--- src/rtl/btn_debounce_multi.sv ---
// btn_debounce_multi: N-channel push-button conditioner.
// Each channel is synchronised and debounced. It reports a stable level,
// one-cycle press/release strobes, a long-press strobe and an optional
// auto-repeat strobe. All strobes and levels are registered outputs.
module btn_debounce_multi #(
    parameter int N_BTN             = 2,
    parameter int DEBOUNCE_CYCLES   = 6750000,
    parameter int LONG_PRESS_CYCLES = 0,
    parameter int REPEAT_CYCLES     = 0,
    parameter int ACTIVE_LOW        = 0
) (
    input  logic             clk,
    input  logic             reset,
    input  logic [N_BTN-1:0] btn_in,
    output logic [N_BTN-1:0] btn_level,
    output logic [N_BTN-1:0] press_pulse,
    output logic [N_BTN-1:0] release_pulse,
    output logic [N_BTN-1:0] long_press_pulse,
    output logic [N_BTN-1:0] repeat_pulse,
    output logic             any_press
);

    localparam int DW   = (DEBOUNCE_CYCLES < 1) ? 1 : $clog2(DEBOUNCE_CYCLES + 1);
    localparam int HMAX = (LONG_PRESS_CYCLES > REPEAT_CYCLES) ? LONG_PRESS_CYCLES : REPEAT_CYCLES;
    localparam int HW   = (HMAX < 1) ? 1 : $clog2(HMAX + 1);

    localparam logic [DW-1:0] DB_LAST   = DW'(DEBOUNCE_CYCLES - 1);
    localparam logic [HW-1:0] LONG_LAST = (LONG_PRESS_CYCLES > 0) ? HW'(LONG_PRESS_CYCLES - 1) : {HW{1'b0}};
    localparam logic [HW-1:0] REP_LAST  = (REPEAT_CYCLES > 0) ? HW'(REPEAT_CYCLES - 1) : {HW{1'b0}};
    localparam logic [HW-1:0] HOLD_SAT  = {HW{1'b1}};
    localparam bit            LONG_EN   = (LONG_PRESS_CYCLES != 0);
    localparam bit            REP_EN    = LONG_EN && (REPEAT_CYCLES != 0);

    // Reject parameter sets that would make strobes degenerate.
    generate
        if (N_BTN < 1 || DEBOUNCE_CYCLES < 1 || REPEAT_CYCLES == 1 ||
            LONG_PRESS_CYCLES < 0 || REPEAT_CYCLES < 0) begin : g_bad_params
            $error("btn_debounce_multi: illegal parameter combination");
        end
    endgenerate

    typedef enum logic [1:0] {
        ST_IDLE = 2'd0,
        ST_HELD = 2'd1,
        ST_LONG = 2'd2
    } hold_state_t;

    // Polarity is applied ahead of the synchroniser so all later logic sees 1 = pressed.
    logic [N_BTN-1:0] pol_s;
    logic [N_BTN-1:0] press_nxt_s;

    assign pol_s = (ACTIVE_LOW != 0) ? ~btn_in : btn_in;

    for (genvar i = 0; i < N_BTN; i++) begin : g_ch
        logic        s1_r, s2_r;
        logic        level_r, press_r, release_r, long_r, rep_r;
        logic        level_s, press_s, release_s, long_s, rep_s;
        logic [DW-1:0] db_r, db_s;
        logic [HW-1:0] hold_r, hold_s;
        hold_state_t   st_r, st_s;

        // Next-state for debounce counter, hold timer and hold FSM of this channel.
        always_comb begin
            db_s      = db_r;
            level_s   = level_r;
            press_s   = 1'b0;
            release_s = 1'b0;
            long_s    = 1'b0;
            rep_s     = 1'b0;
            hold_s    = hold_r;
            st_s      = st_r;

            // Any disagreement that does not last DEBOUNCE_CYCLES restarts from zero.
            if (s2_r == level_r) begin
                db_s = {DW{1'b0}};
            end else if (db_r == DB_LAST) begin
                db_s      = {DW{1'b0}};
                level_s   = s2_r;
                press_s   = s2_r;
                release_s = ~s2_r;
            end else begin
                db_s = db_r + DW'(1);
            end

            // Hold timer is zero in the press cycle and counts while the level stays high.
            if (!level_r) begin
                hold_s = {HW{1'b0}};
            end else if (hold_r != HOLD_SAT) begin
                hold_s = hold_r + HW'(1);
            end else begin
                hold_s = hold_r;
            end

            case (st_r)
                ST_IDLE: begin
                    if (press_s && LONG_EN) begin
                        st_s = ST_HELD;
                    end else begin
                        st_s = ST_IDLE;
                    end
                end
                ST_HELD: begin
                    // A release in the same cycle wins over the long-press strobe.
                    if (release_s) begin
                        st_s = ST_IDLE;
                    end else if (hold_r == LONG_LAST) begin
                        long_s = 1'b1;
                        hold_s = {HW{1'b0}};
                        st_s   = ST_LONG;
                    end else begin
                        st_s = ST_HELD;
                    end
                end
                ST_LONG: begin
                    if (release_s) begin
                        st_s = ST_IDLE;
                    end else if (REP_EN && hold_r == REP_LAST) begin
                        rep_s  = 1'b1;
                        hold_s = {HW{1'b0}};
                        st_s   = ST_LONG;
                    end else begin
                        st_s = ST_LONG;
                    end
                end
                default: begin
                    st_s = ST_IDLE;
                end
            endcase
        end

        // Channel state registers; reset discards any debounce or hold progress.
        always_ff @(posedge clk) begin
            if (reset) begin
                s1_r      <= 1'b0;
                s2_r      <= 1'b0;
                db_r      <= {DW{1'b0}};
                level_r   <= 1'b0;
                press_r   <= 1'b0;
                release_r <= 1'b0;
                long_r    <= 1'b0;
                rep_r     <= 1'b0;
                hold_r    <= {HW{1'b0}};
                st_r      <= ST_IDLE;
            end else begin
                s1_r      <= pol_s[i];
                s2_r      <= s1_r;
                db_r      <= db_s;
                level_r   <= level_s;
                press_r   <= press_s;
                release_r <= release_s;
                long_r    <= long_s;
                rep_r     <= rep_s;
                hold_r    <= hold_s;
                st_r      <= st_s;
            end
        end

        assign btn_level[i]        = level_r;
        assign press_pulse[i]      = press_r;
        assign release_pulse[i]    = release_r;
        assign long_press_pulse[i] = long_r;
        assign repeat_pulse[i]     = rep_r;
        assign press_nxt_s[i]      = press_s;
    end

    // any_press is registered from the same next-values so it aligns with press_pulse.
    always_ff @(posedge clk) begin
        if (reset) begin
            any_press <= 1'b0;
        end else begin
            any_press <= |press_nxt_s;
        end
    end

endmodule
--- config.mk ---
export PLATFORM = sky130hd
export DESIGN_NAME = btn_debounce_multi
export DESIGN_NICKNAME = d
export VERILOG_FILES = /design/src/rtl/btn_debounce_multi.sv
export SDC_FILE = /design/constraint.sdc
export NUM_CORES = 1
export LEC_CHECK = 0
export ABC_CLOCK_PERIOD_IN_PS = 2110
export CAP_MARGIN = 15
export CELL_PAD_IN_SITES_DETAIL_PLACEMENT = 1
export CELL_PAD_IN_SITES_GLOBAL_PLACEMENT = 2
export CORE_ASPECT_RATIO = 0.7
export CORE_MARGIN = 5
export CORE_UTILIZATION = 37
export CTS_CLUSTER_DIAMETER = 200
export DETAILED_ROUTE_END_ITERATION = 7
export GPL_ROUTABILITY_DRIVEN = 0
export PLACE_DENSITY = 0.89
export SYNTH_ARGS = -nofsm -noshare
export SYNTH_HDL_FRONTEND = slang
export SYNTH_SLANG_ARGS = --single-unit
--- constraint.sdc ---
create_clock -name clk -period 2.11 [get_ports clk]
set_input_delay 0.422 -clock clk [delete_from_list [all_inputs] [get_ports clk]]
set_output_delay 0.422 -clock clk [all_outputs]
set_load 0.02 [all_outputs]
==> impl_metrics.toml <==
[status]
status = "complete, no violations"

[floorplanning]
fp.dieW_um = 116
dieHeight_um = 84.4
start_util_pct = 37.5
core-area_um2 = 7800
dieArea_um2 = 9820
rows = 27
ios = 15

[detailed_routing]
routedWlPerCell_um = 15.9
via_per_inst = 5.36
drtIter0Drc = 120
wl_mm = 7.39
antenna_left = 0
vias = 2486
dr.pass1.iters = 4
drc = 0

[worst_setup_path]
worstPathArrival_ns = 2.22
critPathCaptureType = "flop"
worst-endpoint-required_ns = 2.32
crit_start = "g_ch[0].db_r[19]"
endpoint = "g_ch[0].st_r[0]"
cp_max_fo = 6
rrSetupSlack_ns = 0.1
startpoint_type = "flop"
rr_worst_depth = 4
r2r-end = "g_ch[0].st_r[0]"
crit_type = "flop to flop"
reg2reg_from = "g_ch[0].db_r[19]"

[clock_tree]
cts_root_buf = "clkbuf_16"
cts.sinks = 65
cts.clk_slew.worst_paths_ns = 0.06
cts_tree = "yes"
htreeDepth = 3
clock_latency_ns = 0.33
cts.path.max_buffers = 2
cts-buffers-inserted = 9
postCtsHoldBufs = 0

[synthesis]
synth_sequential_area_ratio_pct = 44.4
syn_avg_cell_area_um2 = 8.69
synth_cell_types = 37
yosys_warnings = 0
syn-cell-area_um2 = 2930
synthFlopType = "dfxtp_1"
synth_edf_count = 0
syn_inst = 337
synth-seq-cells = 65
async_reset_ff_share_pct = 0

[sta]
rsz0062_at_grt = "no"
max_freq_mhz = 497
finalCriticalPeriod_ns = 2.01
setup_viol = 0
tns_ns = 0
clock_skew_ns = 0.00500
period_share_pct = 95.4
drv_slew = 0
hold_viol = 0
timing.final.ws_setup_ns = 0.0971

[hold_path]
hp-class = "flop to flop"

[placed_design]
dp_slack_ns = 0.106
dp_hpwl_mm = 5.15
port_buffers = 12

[power]
ir_worst_vdd_v = 0.000399
p_leak_uw = 0.00106
powerDensity_nw_per_um2 = 789

[layout]
n_fill_cell = 930
synthToLayoutAreaGrowth_pct = 18.8
final_net_count = 368
drive_gt1_share_pct = 10.2
diodes = 0
fin_util_pct = 44.6

[global_route]
grt_pass1_wl_mm = 12.7
antenna_found_initial = 0
track_usage_pct = 16.4
grt_overflow = 0
grt_pass1_vias = 2587
grt_max_degree = 23

[flow_run]
cap_viol_max_count = 0
[where the power goes]
group / switching (uW) / leakage (uW) / internal [uW]
Clock: 562 / 0.000146 / 913
Combinational: 21.1 / 0.000386 / 14.4
Sequential: 3.74 / 0.000525 / 1230
[critical path, cell delays in order, from the launching register on]
cell	delay [ns]
dfxtp_2	0.35
or4_4	0.56
or4_4	0.55
nor4b_2	0.34
nor4_1	0.09
[metal layers]
metal / track usage (%) / wire, um / vias to the layer above / share of wire (%)
met4: 5.69 / 122 / 0 / 1.7
li1: - / - / 1234 / -
met2: 24.8 / 3320 / 34 / 45
met3: 4.54 / 274 / 10 / 3.7
met1: 22.4 / 3670 / 1208 / 50
met5: 0 / 0 / - / 0
[flip-flops by register name, indices dropped and copies added, names as in the netlist]
register        flops
g_ch.level_r        2
g_ch.hold_r         2
g_ch.press_r        2
g_ch.long_r         2
g_ch.s1_r           2
g_ch.release_r      2
g_ch.db_r          46
g_ch.s2_r           2
g_ch.st_r           4
any_press           1
[logic make-up (layout without fill, tap and decap cells)]
kind of cell,after synthesis,count (layout),share of synthesized area (%)
AND/OR/NAND/NOR,162,162,30.6
flip-flops,65,65,44.4
AO/OA/AOI/OAI,45,45,8.67
buffers and inverters,31,56,5.51
XOR/XNOR,26,26,7.77
adder cells (fa/ha/maj),6,6,2.56
other,1,2,0.128
multiplexers,1,1,0.342
[placed cells by master, fill, tap and decap left out, types with 3 or more instances in the layout]
| master | n |
|---|---|
| nor4_1 | 10 |
| and4_1 | 5 |
| o21ai_0 | 13 |
| and3_1 | 4 |
| nand2b_1 | 5 |
| buf_4 | 16 |
| or3_1 | 17 |
| nor2b_1 | 6 |
| clkbuf_16 | 9 |
| nor3_1 | 12 |
| inv_1 | 12 |
| nand3_1 | 19 |
| xor2_1 | 8 |
| xnor2_1 | 18 |
| clkinv_2 | 3 |
| o31ai_1 | 5 |
| nor2_1 | 36 |
| a21oi_1 | 21 |
| or4_1 | 6 |
| ha_1 | 6 |
| dfxtp_1 | 64 |
| nand2_1 | 17 |
| nand4_1 | 14 |
| clkdlybuf4s50_1 | 12 |
[synth_stat cells (10+ instances only)]
cell	count	area share, %
a21oi_1	21	3.6
buf_4	10	2.6
dfxtp_1	65	44
inv_1	12	1.5
nand2_1	17	2.2
nand3_1	19	3.2
nand4_1	14	3.0
nor2_1	36	4.6
nor3_1	12	2.1
nor4_1	10	2.1
o21ai_0	14	2.4
or3_1	17	3.6
xnor2_1	18	5.4
[per-stage QoR]
step                      hold slack [ns]  area [um2]  std cells  power (uW)
after floorplan                     0.414        2930        338        1280
after CTS                           0.440        3480        464        2780
after global placement              0.426        3180        448        1300
after global routing                0.458        3480        464        2850
final                               0.435        3480        464        2750
after detailed placement            0.433        3180        448        1300
[how the worst min path moves through the flow]
stage            startpoint      endpoint  slack, ns  cells after the start
2_1_floorplan  g_ch[0].s1_r  g_ch[0].s2_r       0.41                      1
3_3_place_gp   g_ch[1].s1_r  g_ch[1].s2_r       0.43                      1
3_5_place_dp   g_ch[1].s1_r  g_ch[1].s2_r       0.43                      1
4_1_cts        g_ch[1].s1_r  g_ch[1].s2_r       0.44                      1
5_1_grt        g_ch[1].s1_r  g_ch[1].s2_r       0.46                      1
6_report       g_ch[1].s1_r  g_ch[1].s2_r       0.44                      1
[repair_timing]
item / CTS / global route
gates resized for setup: 0 / 1
setup endpoints to repair: 0 / 2
buffers inserted: 0 / 0
[layout make-up]
type,instances,area (um2),area share [%]
Timing Repair Buffer,28,240,6.90
Multi-Input combinational cell,242,1470,42.3
Inverter,12,45.0,1.29
Tap cell,101,126,3.63
Clock buffer,9,225,6.47
Clock inverter,7,70.1,2.01
Sequential cell,65,1300,37.4
Power figures use the tool's default switching activity.
